## config.mk

```make
export PLATFORM = sky130hd
export DESIGN_NAME = lm_sm_sequencer
export DESIGN_NICKNAME = d
export VERILOG_FILES = /design/src/rtl/lm_sm_sequencer.sv
export SDC_FILE = /design/constraint.sdc
export NUM_CORES = 1
export LEC_CHECK = 0
export ABC_AREA = 0
export CAP_MARGIN = 10
export CORE_AREA = 5 5 69 71
export CTS_CLUSTER_DIAMETER = 30
export CTS_CLUSTER_SIZE = 20
export DETAILED_ROUTE_END_ITERATION = 16
export DIE_AREA = 0 0 74 76
export HOLD_SLACK_MARGIN = 0.1
export PLACE_DENSITY = 0.79
export SLEW_MARGIN = 10
export SYNTH_ARGS = -nofsm -noshare
export SYNTH_HDL_FRONTEND = slang
export SYNTH_SLANG_ARGS = --single-unit
```

## constraint.sdc

```tcl
create_clock -name clk -period 2.67 [get_ports clk]
set_clock_uncertainty 0.1 [all_clocks]
set_input_delay 0.534 -clock clk [delete_from_list [all_inputs] [get_ports clk]]
set_output_delay 0.534 -clock clk [all_outputs]
set_load 0.01 [all_outputs]
```

## src/rtl/lm_sm_sequencer.sv

```systemverilog
// LM/SM multicycle sequencer: walks an 8-bit register list lowest-bit first,
// emitting one register/memory-word pair per accepted step.
module lm_sm_sequencer (
    input  logic        clk,
    input  logic        reset,
    input  logic        start,
    input  logic        is_store,
    input  logic [7:0]  reg_list,
    input  logic [15:0] base_addr,
    input  logic        step_ready,
    output logic        busy,
    output logic        step_valid,
    output logic [2:0]  reg_addr,
    output logic [15:0] mem_addr,
    output logic        mem_we,
    output logic        regw,
    output logic        done
);
    localparam logic [1:0] S_IDLE = 2'd0;
    localparam logic [1:0] S_XFER = 2'd1;
    localparam logic [1:0] S_DONE = 2'd2;

    logic [1:0]  state_q;
    logic [7:0]  mask_q;
    logic [15:0] addr_q;
    logic        is_store_q;
    logic [2:0]  low_idx;
    logic [7:0]  mask_clr;

    // Scan high-to-low so the lowest set bit wins (R0 first).
    always_comb begin
        low_idx = 3'd0;
        for (int i = 7; i >= 0; i--)
            if (mask_q[i]) low_idx = 3'(i);
    end

    assign mask_clr   = mask_q & (mask_q - 8'd1);
    assign step_valid = (state_q == S_XFER);
    assign busy       = (state_q == S_XFER) || (state_q == S_DONE);
    assign done       = (state_q == S_DONE);
    // Gated so nothing stale leaks onto the register file ports outside a step.
    assign reg_addr   = step_valid ? low_idx : 3'd0;
    assign mem_addr   = step_valid ? addr_q  : 16'd0;
    assign mem_we     = step_valid & is_store_q;
    assign regw       = step_valid & step_ready & ~is_store_q;

    always_ff @(posedge clk or negedge reset) begin
        if (!reset) begin
            state_q    <= S_IDLE;
            mask_q     <= 8'd0;
            addr_q     <= 16'd0;
            is_store_q <= 1'b0;
        end else begin
            case (state_q)
                S_IDLE: begin
                    if (start) begin
                        mask_q     <= reg_list;
                        addr_q     <= base_addr;
                        is_store_q <= is_store;
                        state_q    <= (reg_list != 8'd0) ? S_XFER : S_DONE;
                    end
                end
                S_XFER: begin
                    if (step_ready) begin
                        mask_q <= mask_clr;
                        addr_q <= addr_q + 16'd1;
                        if (mask_clr == 8'd0) state_q <= S_DONE;
                    end
                end
                S_DONE:  state_q <= S_IDLE;
                default: state_q <= S_IDLE;
            endcase
        end
    end
endmodule

```

# ---- Word level (Yosys, flattened, before mapping)
# Index checks and enable logic that the tools add are counted.
dict set report totals {
  regBits 27
  out_inout_bits 24
  wordCells 45
}
dict set report classes {
  eq_ne 5
  mux 21
  addsub 2
  n_reduce_logical 8
  bitwise_logic 5
}
# operator count
set ops {}
lappend ops {{two-way mux 16 bit} 3}
lappend ops {{case mux 16 bit (2 select lines)} 1}
lappend ops {{two-way mux 3 bit} 9}
lappend ops {{adder 16 x 1 -> 16 bit (second input constant)} 1}
lappend ops {{two-way mux 8 bit} 2}
lappend ops {{case mux 8 bit (2 select lines)} 1}
lappend ops {{bitwise AND 8 bit} 1}
lappend ops {{zero test 8 bit} 1}
lappend ops {{two-way mux 2 bit} 4}
lappend ops {{nonzero test 8 bit} 1}
lappend ops {{subtractor 8 x 1 -> 8 bit (second input constant)} 1}
lappend ops {{AND reduction 3 bit} 2}
lappend ops {{inequality test 2 bit (second input constant)} 2}
lappend ops {{case mux 2 bit (2 select lines)} 1}
lappend ops {{bitwise AND 1 bit} 3}
lappend ops {{== test 2 x 1 -> 1 bit (second input constant)} 1}
lappend ops {{== test 2 bit (second input constant)} 1}
lappend ops {{zero test 2 bit} 1}
lappend ops {{inequality test 2 x 1 -> 1 bit (second input constant)} 1}
lappend ops {{AND reduction 2 bit} 1}
lappend ops {{nonzero test 2 bit} 1}
lappend ops {{logical OR 1 bit} 1}
lappend ops {{inverter 1 bit} 1}

# ---- Longest topological paths before layout
# Gate-level depths: netlist (run 1).
dict set report depth {
  depth_word 9
  depth_mapped 9
}

# ---- Worst setup path after synthesis (run 1)
# Ideal clock, no wire load.
dict set report synth_path {
  path_type {register -> output}
  startpoint {register state_q[1]}
  endpoint {output port mem_addr[1]}
  path_stages_with_launch 7
  required_time_ns 2.036
  arrival_time_ns 1.622
  slack_ns 0.414
  cell_sequence {dfrtp_1 inv_1 ha_1 buf_2 clkbuf_1 clkbuf_1 and2_1}
}
dict set report synth_via {
  elab_chain_len 2
}
# element line
set synth_lines {}
lappend synth_lines {{from (decl)} 23} ;# logic [1:0] state_q;
lappend synth_lines {{from (signal assigned)} 60} ;# state_q <= (reg_list != 8'd0) ? S_XFER : S_DONE;
lappend synth_lines {{== test 2 x 1 -> 1 bit} 38} ;# assign step_valid = (state_q == S_XFER);
lappend synth_lines {{net step_valid} 12} ;# output logic step_valid,
lappend synth_lines {{two-way mux 16 bit} 43} ;# assign mem_addr = step_valid ? addr_q : 16'd0;
lappend synth_lines {{to (decl)} 14} ;# output logic [15:0] mem_addr,
# The timed path passes the listed nets, and every way through them passes these cells.

# ---- Final worst setup path (run 1)
dict set report layout_path {
  startpoint {register state_q[1]}
  endpoint {output port reg_addr[1]}
}
dict set report layout_via {
  elab_chain_len 2
}
# element line
set layout_lines {}
lappend layout_lines {{== test 2 x 1 -> 1 bit} 38}
lappend layout_lines {{two-way mux 3 bit} 42} ;# assign reg_addr = step_valid ? low_idx : 3'd0;
lappend layout_lines {{to (decl)} 13} ;# output logic [2:0] reg_addr,
# Every way passes these cells.

==> summary.md, run 1 <==
| Metric | Value |
|---|---|
| Worst Setup End Kind | primary output |
| #FFs+latches synth | 27 |
| Max incr delay on CP | about 0.53 ns |
| Net Switching | about 1.3 mW |
| Met1 Use GR | between 20% and 30% |
| Yosys top cell area share | a little over a third |
| CTS tree | yes |
| Layout area overhead | 37.5% |
| Worst vdd ir | a little under 0.7 mV |
| Slew @ Worst Pin | between 0.4 and 0.5 ns |
| Max-slew headroom | 68.5% |
| WS Path Type | reg -> out |
| Routing usage on met3 | between 2 and 2.5% |
| Total GRT Usage | a little under a fifth |
| Die area | 0.00562 mm^2 |
| Crit path max-delay family | buffers and inverters |
| Synth area leaders | dfrtp_1 (36%), and2_1 (4.6%), o21ai_0 (4.2%), nor2_1 (3.4%), nor4_1 (3.3%) |
| Io pins | 53 |
| # Max-Cap Violations | 0 |
| Met2 Use GR | around a third |
| CP required | around 2 ns |
| Outcome | finished clean |
| Max clock buf depth | 2 |
| Post-DP HPWL | roughly 4 mm |
| H-tree depth | 1 |
| Most Crowded Layer GR | met2 |
| Hold Path Class | reg -> reg |
| Port bufs | 52 |
| Unique masters post-synth | 53 |
| Worst-path cell chain | inv_1 > ha_2 > buf_4 > o311a_1 > clkdlybuf4s50_1 |
| Synthesized instance count | ~220 |
| Total number of vias | between 1.5k and 2k |
| Avg Inst Size Synth | between 8 and 9 um^2 |
| Drt drc | 0 |
| Seq pwr share | between 20% and 30% |
| Fmax | roughly 390 MHz |
| CTS sink count | 27 |
| Lkg Pwr | about 1.1 nW |
| Inserted Diodes | 0 |
| Final Hold Viols | 0 |
| Sw Ratio | between 40% and 50% |
| Internal power | ~1.7 mW |
| First-pass GRT wire length | ~8.7 mm |
| Unrepaired setup endpoints after global routing | false |
| Vias per cell | between 5 and 6 |
| Buf/Inv on CP | 3 |
| Drt pass-1 iters | 4 |
| Height of the die | 76 um |
| Share of post-route cells with drive strength above 1 | a little over a tenth |
| Root Buffer | clkbuf_8 |
| Comb pwr share | about 65% |
| Row count | 24 |
| Slew Limit Fails | 0 |
| CP arrival | between 1.5 and 2 ns |
| Seq/Total Area, Yosys | a little over a third |
| Final setup fails | 0 |
| Initial antenna violation count | 0 |
| Crit path time final | roughly 2.6 ns |
| Gpl congestion | around 0.94 |
| Synth top cells by count | dfrtp_1 (27), nor2_1 (17), o21ai_0 (16) |
| Finished Cell Area | around 0.0026 mm^2 |
| Total CTS buffers | 3 |
| Clock Latency Late Sink | approximately 0.27 ns |
| Top FF cell, synth | dfrtp_1 |
| Startpoint Class | register |
| Nets | between 300 and 400 |
| Placed inst area | roughly 0.0025 mm^2 |
| Mapped cell area | about 0.0019 mm^2 |
| Die span in x | around 74 um |
| Antenna viol nets, final | 0 |
| Number of global-route vias before repair | 1,858 |
| Pwr/cell area | approximately 1100 mW/mm^2 |
| FFs w/ async S/R, synth | 100% |
| CTS clk-pin slew, worst paths | approximately 0.09 ns |
| Largest area contributor in the netlist | dfrtp_1 |
| Initial core utilization | between 40% and 50% |
| Clock power frac | approximately 7.7% |
| Cell with the largest stage delay on the worst path | clkdlybuf4s50_1 |
| TNS Setup | 0 ns |
| Hold_ws | roughly 0.44 ns |
| Routed len/inst | 15.6 um |
| Final period util | 96.8% |
| Drt total wl | between 5 and 6 mm |
| Synth Warn # | 0 |
| GRT overflow | 0 |
| CP max FO | 17 |
| Syn nets | between 200 and 300 |
| DRT iter0 DRCs | ~260 |
| Post-synth EDFFs | 0 |
| Largest net degree at the start of global routing | 28 |
| Count leader, synth | dfrtp_1 |
| CORE AREA | approximately 0.0042 mm^2 |
==> cell usage in the layout (no fill, tap or decap), drive strengths merged, types with 3 or more instances in the layout <==
cell and count:
o21ai 16, o2bb2ai 3, o311ai 3, inv 12
and2 14, or4 3, nor2b 3, buf 18
nor4 10, nor2 17, a21o 3, nand3 7
ha 4, nor3 8, dfrtp 27, clkbuf 4
clkdlybuf4s50 50, a21oi 10, a22o 7, a21boi 3
a22oi 4, nand4 5, nand2 15, mux2i 3
==> per-layer routing <==
metal	vias up	routed length, um
met5	-	0
met4	0	56
met3	6	286
met2	68	2570
met1	896	2300
li1	950	-
==> layout make-up <==
| type | count | area (um^2) |
|---|---|---|
| fillers | 368 | 1570 |
| multi-input cells | 169 | 1110 |
| flip-flops and latches | 27 | 676 |
| repair buffers | 70 | 661 |
| well taps | 52 | 65.1 |
| clock buffers | 4 | 45.0 |
| inverters | 12 | 45.0 |
==> what timing repair did <==
item	in CTS	in global routing
gates resized for setup	1	4
setup endpoints to repair	1	5
hold buffers	0	0
buffers inserted	0	0
==> final timing paths <==
check | depth (start not counted) | start | end | slack, ns
setup / recovery | 5 | state_q[1]$_DFFE_PN0P_ | reg_addr[1] | 0.08
hold / removal | 2 | addr_q[15]$_DFFE_PN0P_ | addr_q[15]$_DFFE_PN0P_ | 0.44
setup reg to reg | 7 | state_q[0]$_DFFE_PN0P_ | addr_q[6]$_DFFE_PN0P_ | 0.47
hold reg to reg | 2 | addr_q[15]$_DFFE_PN0P_ | addr_q[15]$_DFFE_PN0P_ | 0.44
max in group asynchronous | 2 | reset | addr_q[13]$_DFFE_PN0P_ | 1.66
min in group asynchronous | 2 | reset | state_q[1]$_DFFE_PN0P_ | 0.54
==> power by group through the flow <==
stage,Clock [mW],Sequential [mW],Combinational (mW)
3_3_place_gp,0,0.822,1.88
2_1_floorplan,0,0.756,1.22
4_1_cts,0.236,0.823,1.92
3_5_place_dp,0,0.831,1.91
5_1_grt,0.251,0.871,2.11
6_report,0.231,0.829,1.93
==> worst reg2reg max path, cell delays in order (launching register included) <==
cell     delay (ns)
dfrtp_1        0.42
ha_2           0.22
buf_4          0.20
nor2b_1        0.17
or3_1          0.47
buf_4          0.21
a22oi_1        0.18
o21ai_0        0.11
==> sequential cells by signal (all words and copies together) (netlist names) <==
signal,cells
is_store_q,1
addr_q,16
state_q,2
mask_q,8
==> stage by stage <==
step / std cells / power (mW) / setup WS (ns) / util, %
2_1_floorplan: 223 / 1.97 / 0.414 / -
3_3_place_gp: 330 / 2.70 / 0.197 / 61.1
3_5_place_dp: 330 / 2.74 / 0.180 / 61.1
4_1_cts: 334 / 2.98 / 0.0283 / 62.1
5_1_grt: 334 / 3.24 / 0.00531 / 62.4
6_report: 334 / 2.99 / 0.0846 / 62.4
==> logic make-up (layout without fill, tap and decap cells) <==
| logic type | Yosys count | count (layout) | synth area share (%) |
|---|---|---|---|
| mux | 5 | 5 | 2.97 |
| compound gates | 67 | 67 | 25.7 |
| buf+inv | 27 | 86 | 5.75 |
| fa+ha+maj | 6 | 6 | 3.70 |
| simple gates | 91 | 91 | 26.2 |
| flops | 27 | 27 | 35.7 |
Note: power is estimated with default switching activity, not from simulation.
==> run 2, diff against run 1 <==
CORE_AREA = 5 5 67 69   (was 5 5 69 71)
CTS_CLUSTER_DIAMETER = unset   (was 30)
DIE_AREA = 0 0 72 74   (was 0 0 74 76)
PLACE_DENSITY = 0.83   (was 0.79)
clock period = 3.1 ns   (was 2.67 ns; I/O delays follow)
==> summary.md, run 2 (synthesis results as in run 1) <==
| Metric | Value |
|---|---|
| Cell with the largest stage delay on the worst path | or4_2 (was clkdlybuf4s50_1) |
| Hold Path Class | reg -> reg (unchanged) |
| CTS tree | yes (unchanged) |
| Setup Fix Bufs, Post-CTS | 0 (unchanged) |
| Reg2Reg Depth | 7 (unchanged) |
| Worst Setup End Kind | primary output (unchanged) |
| Most common cell after layout, fill and taps aside | clkdlybuf4s50_1 (unchanged) |
| Hold_ws | 0.441 ns (about the same) |
| DRT iter0 DRCs | 244 (was 264) |
| Outcome | finished clean (unchanged) |
| Drt total wl | 5.10 mm (was 5.21 mm) |
| Crit path time final | between 2 and 3 ns |
| Lkg Pwr | 1.03 nW (was 1.10 nW) |
| Vias per cell | 6.01 (was 5.75) |
| Comb pwr share | 62.0% (was 64.5%) |
| Port bufs | 52 (unchanged) |
| Sw Ratio | 45.3% (was 44.3%) |
| Antenna viol nets, final | 0 (unchanged) |
| CORE AREA | 0.00386 mm^2 (was 0.00417 mm^2) |
| Largest net degree at the start of global routing | 36 (was 28) |
| # Max-Cap Violations | 0 (unchanged) |
| Total GRT Usage | 19.5% (was 19.0%) |
| Die span in x | 72 um (was 74 um) |
| WS Path Type | reg -> out (unchanged) |
| Reg with most FFs | addr_q (unchanged) |
| Startpoint Class | register (unchanged) |
| Root Buffer | clkbuf_8 (unchanged) |
| Drt drc | 0 (unchanged) |
| Worst vdd ir | 0.509 mV (was 0.695 mV) |
| Hold Crit Depth | 1 (was 2) |
| Most frequent cells in the layout | clkdlybuf4s50_1 (52), dfrtp_1 (27), nor2_1 (17) (was clkdlybuf4s50_1 (50), dfrtp_1 (27), nor2_1 (17), buf_4 (17), o21ai_0 (16)) |
| CP arrival | 2.25 ns (was 1.95 ns) |
| Hold Path Sink | is_store_q$_DFFE_PN0P_ (was addr_q[15]$_DFFE_PN0P_) |
| Worst-path cell chain | or4_2 > nor3_1 > clkdlybuf4s50_1 (was inv_1 > ha_2 > buf_4 > o311a_1 > clkdlybuf4s50_1) |
| Final setup fails | 0 (unchanged) |
| Placed inst area | 0.00247 mm^2 (was 0.00255 mm^2) |
| Die area | 0.00533 mm^2 (was 0.00562 mm^2) |
| Fin cells | 322 (was 334) |
| Net Switching | 1.12 mW (was 1.32 mW) |
| Total number of vias | 1,934 (was 1,920) |
| CP max FO | 7 (was 17) |
| Crit path max-delay family | simple AND/OR/NAND/NOR gates (was buffers and inverters) |
| Max clock buf depth | 2 (unchanged) |
| Seq pwr share | 29.8% (was 27.8%) |
| Final Hold Viols | 0 (unchanged) |
| Fmax | approximately 340 MHz |
| Initial antenna violation count | 0 (unchanged) |
| Biggest regs | addr_q (16), mask_q (8), state_q (2) (unchanged) |
| Buf/Inv on CP | 1 (was 3) |
| CTS clk-pin slew, worst paths | 0.09 ns (about the same) |
| Slew @ Worst Pin | 0.640 ns (was 0.468 ns) |
| Nets | 306 (was 316) |
| DP Cell Count | 318 (was 330) |
| Gpl congestion | 0.845 (was 0.936) |
| Post-CTS sizing | 0 (was 1) |
| Largest register FFs | 16 (unchanged) |
| Io pins | 53 (unchanged) |
| Hold path startpoint | is_store_q$_DFFE_PN0P_ (was addr_q[15]$_DFFE_PN0P_) |
| Max incr delay on CP | 0.76 ns (was 0.53 ns) |
| Inserted Diodes | 0 (unchanged) |
| Worst R2R Setup Slack | 0.53 ns (was 0.47 ns) |
| Number of global-route vias before repair | 1,756 (was 1,858) |
| First-pass GRT wire length | 8.41 mm (was 8.74 mm) |
| Final period util | between 90 and 100% |
| H-tree depth | 1 (unchanged) |
| Finished Cell Area | 0.00252 mm^2 (was 0.00260 mm^2) |
| Drt pass-1 iters | 5 (was 4) |
| Initial core utilization | 49.1% (was 45.4%) |
| Total CTS buffers | 3 (unchanged) |
| Post-DP HPWL | 3.75 mm (was 4.06 mm) |
| Share of post-route cells with drive strength above 1 | 6.99% (was 11.0%) |
| Unrepaired setup endpoints after global routing | false (unchanged) |
| CP required | 2.38 ns (was 2.04 ns) |
| R2R Path Start | state_q[1]$_DFFE_PN0P_ (was state_q[0]$_DFFE_PN0P_) |
| # hold bufs at CTS | 0 (unchanged) |
| Height of the die | 74 um (was 76 um) |
| Internal power | 1.35 mW (was 1.66 mW) |
| Fillers | 347 (was 368) |
| CTS sink count | 27 (unchanged) |
| TNS Setup | 0 ns (unchanged) |
| GRT overflow | 0 (unchanged) |
| Clock Latency Late Sink | 0.27 ns (about the same) |
| Slew Limit Fails | 0 (unchanged) |
| Row count | 23 (was 24) |
| Pwr/cell area | 980 mW/mm^2 (was 1150 mW/mm^2) |
| Max-slew headroom | 57.4% (was 68.5%) |
| Routed len/inst | 15.8 um (was 15.6 um) |
| Layout area overhead | 33.0% (was 37.5%) |
| Clock power frac | 8.2% (was 7.7%) |
| Worst R2R End | addr_q[12]$_DFFE_PN0P_ (was addr_q[6]$_DFFE_PN0P_) |
[run 2: layer usage]
metal,vias to the layer above,global-route usage (%),part of all wire [%]
li1,931,-,-
met1,931,28.3,47
met2,70,30.9,47
met3,2,3.24,5.9
met4,0,4.38,0.47
met5,-,0,0
[run 2: stage by stage]
step	power, mW	setup WS [ns]	util, %
after floorplan	1.70	0.758	-
after global placement	2.22	0.473	64.1
after detailed placement	2.26	0.411	64.1
after CTS	2.47	0.129	65.3
after global routing	2.68	0.0369	65.3
final	2.47	0.129	65.3
[run 2: area by class of cell]
cell class	instances	area (um^2)	area share, %
tap	50	62.6	2.49
clock buffer	4	45.0	1.79
inverter	12	45.0	1.79
multi-input combinational	169	1110	44.0
timing repair buffer	60	581	23.1
sequential	27	676	26.8
[run 2: how the worst max path moves through the flow]
stage	start	to	slack, ns	cells past startpoint
3_5_place_dp	start	addr_q[13]$_DFFE_PN0P_	0.41	5
6_report	mask_q[2]$_DFFE_PN0P_	reg_addr[2]	0.13	3
3_3_place_gp	mask_q[2]$_DFFE_PN0P_	reg_addr[2]	0.47	3
4_1_cts	mask_q[2]$_DFFE_PN0P_	reg_addr[2]	0.13	3
5_1_grt	mask_q[2]$_DFFE_PN0P_	reg_addr[2]	0.04	3
2_1_floorplan	state_q[1]$_DFFE_PN0P_	mem_addr[1]	0.76	6
[run 2: power by group through the flow]
stage	clock, mW	sequential (mW)	combinational, mW
finish	0.203	0.734	1.53
global route	0.219	0.767	1.69
CTS	0.207	0.728	1.53
detailed placement	0	0.734	1.53
global placement	0	0.724	1.49
floorplan	0	0.651	1.05
==> run 3, diff against run 2 <==
ABC_AREA = unset   (was 0)
==> results of run 3 <==
Same layout as run 2: the final DEF is identical, and so are final timing and power.
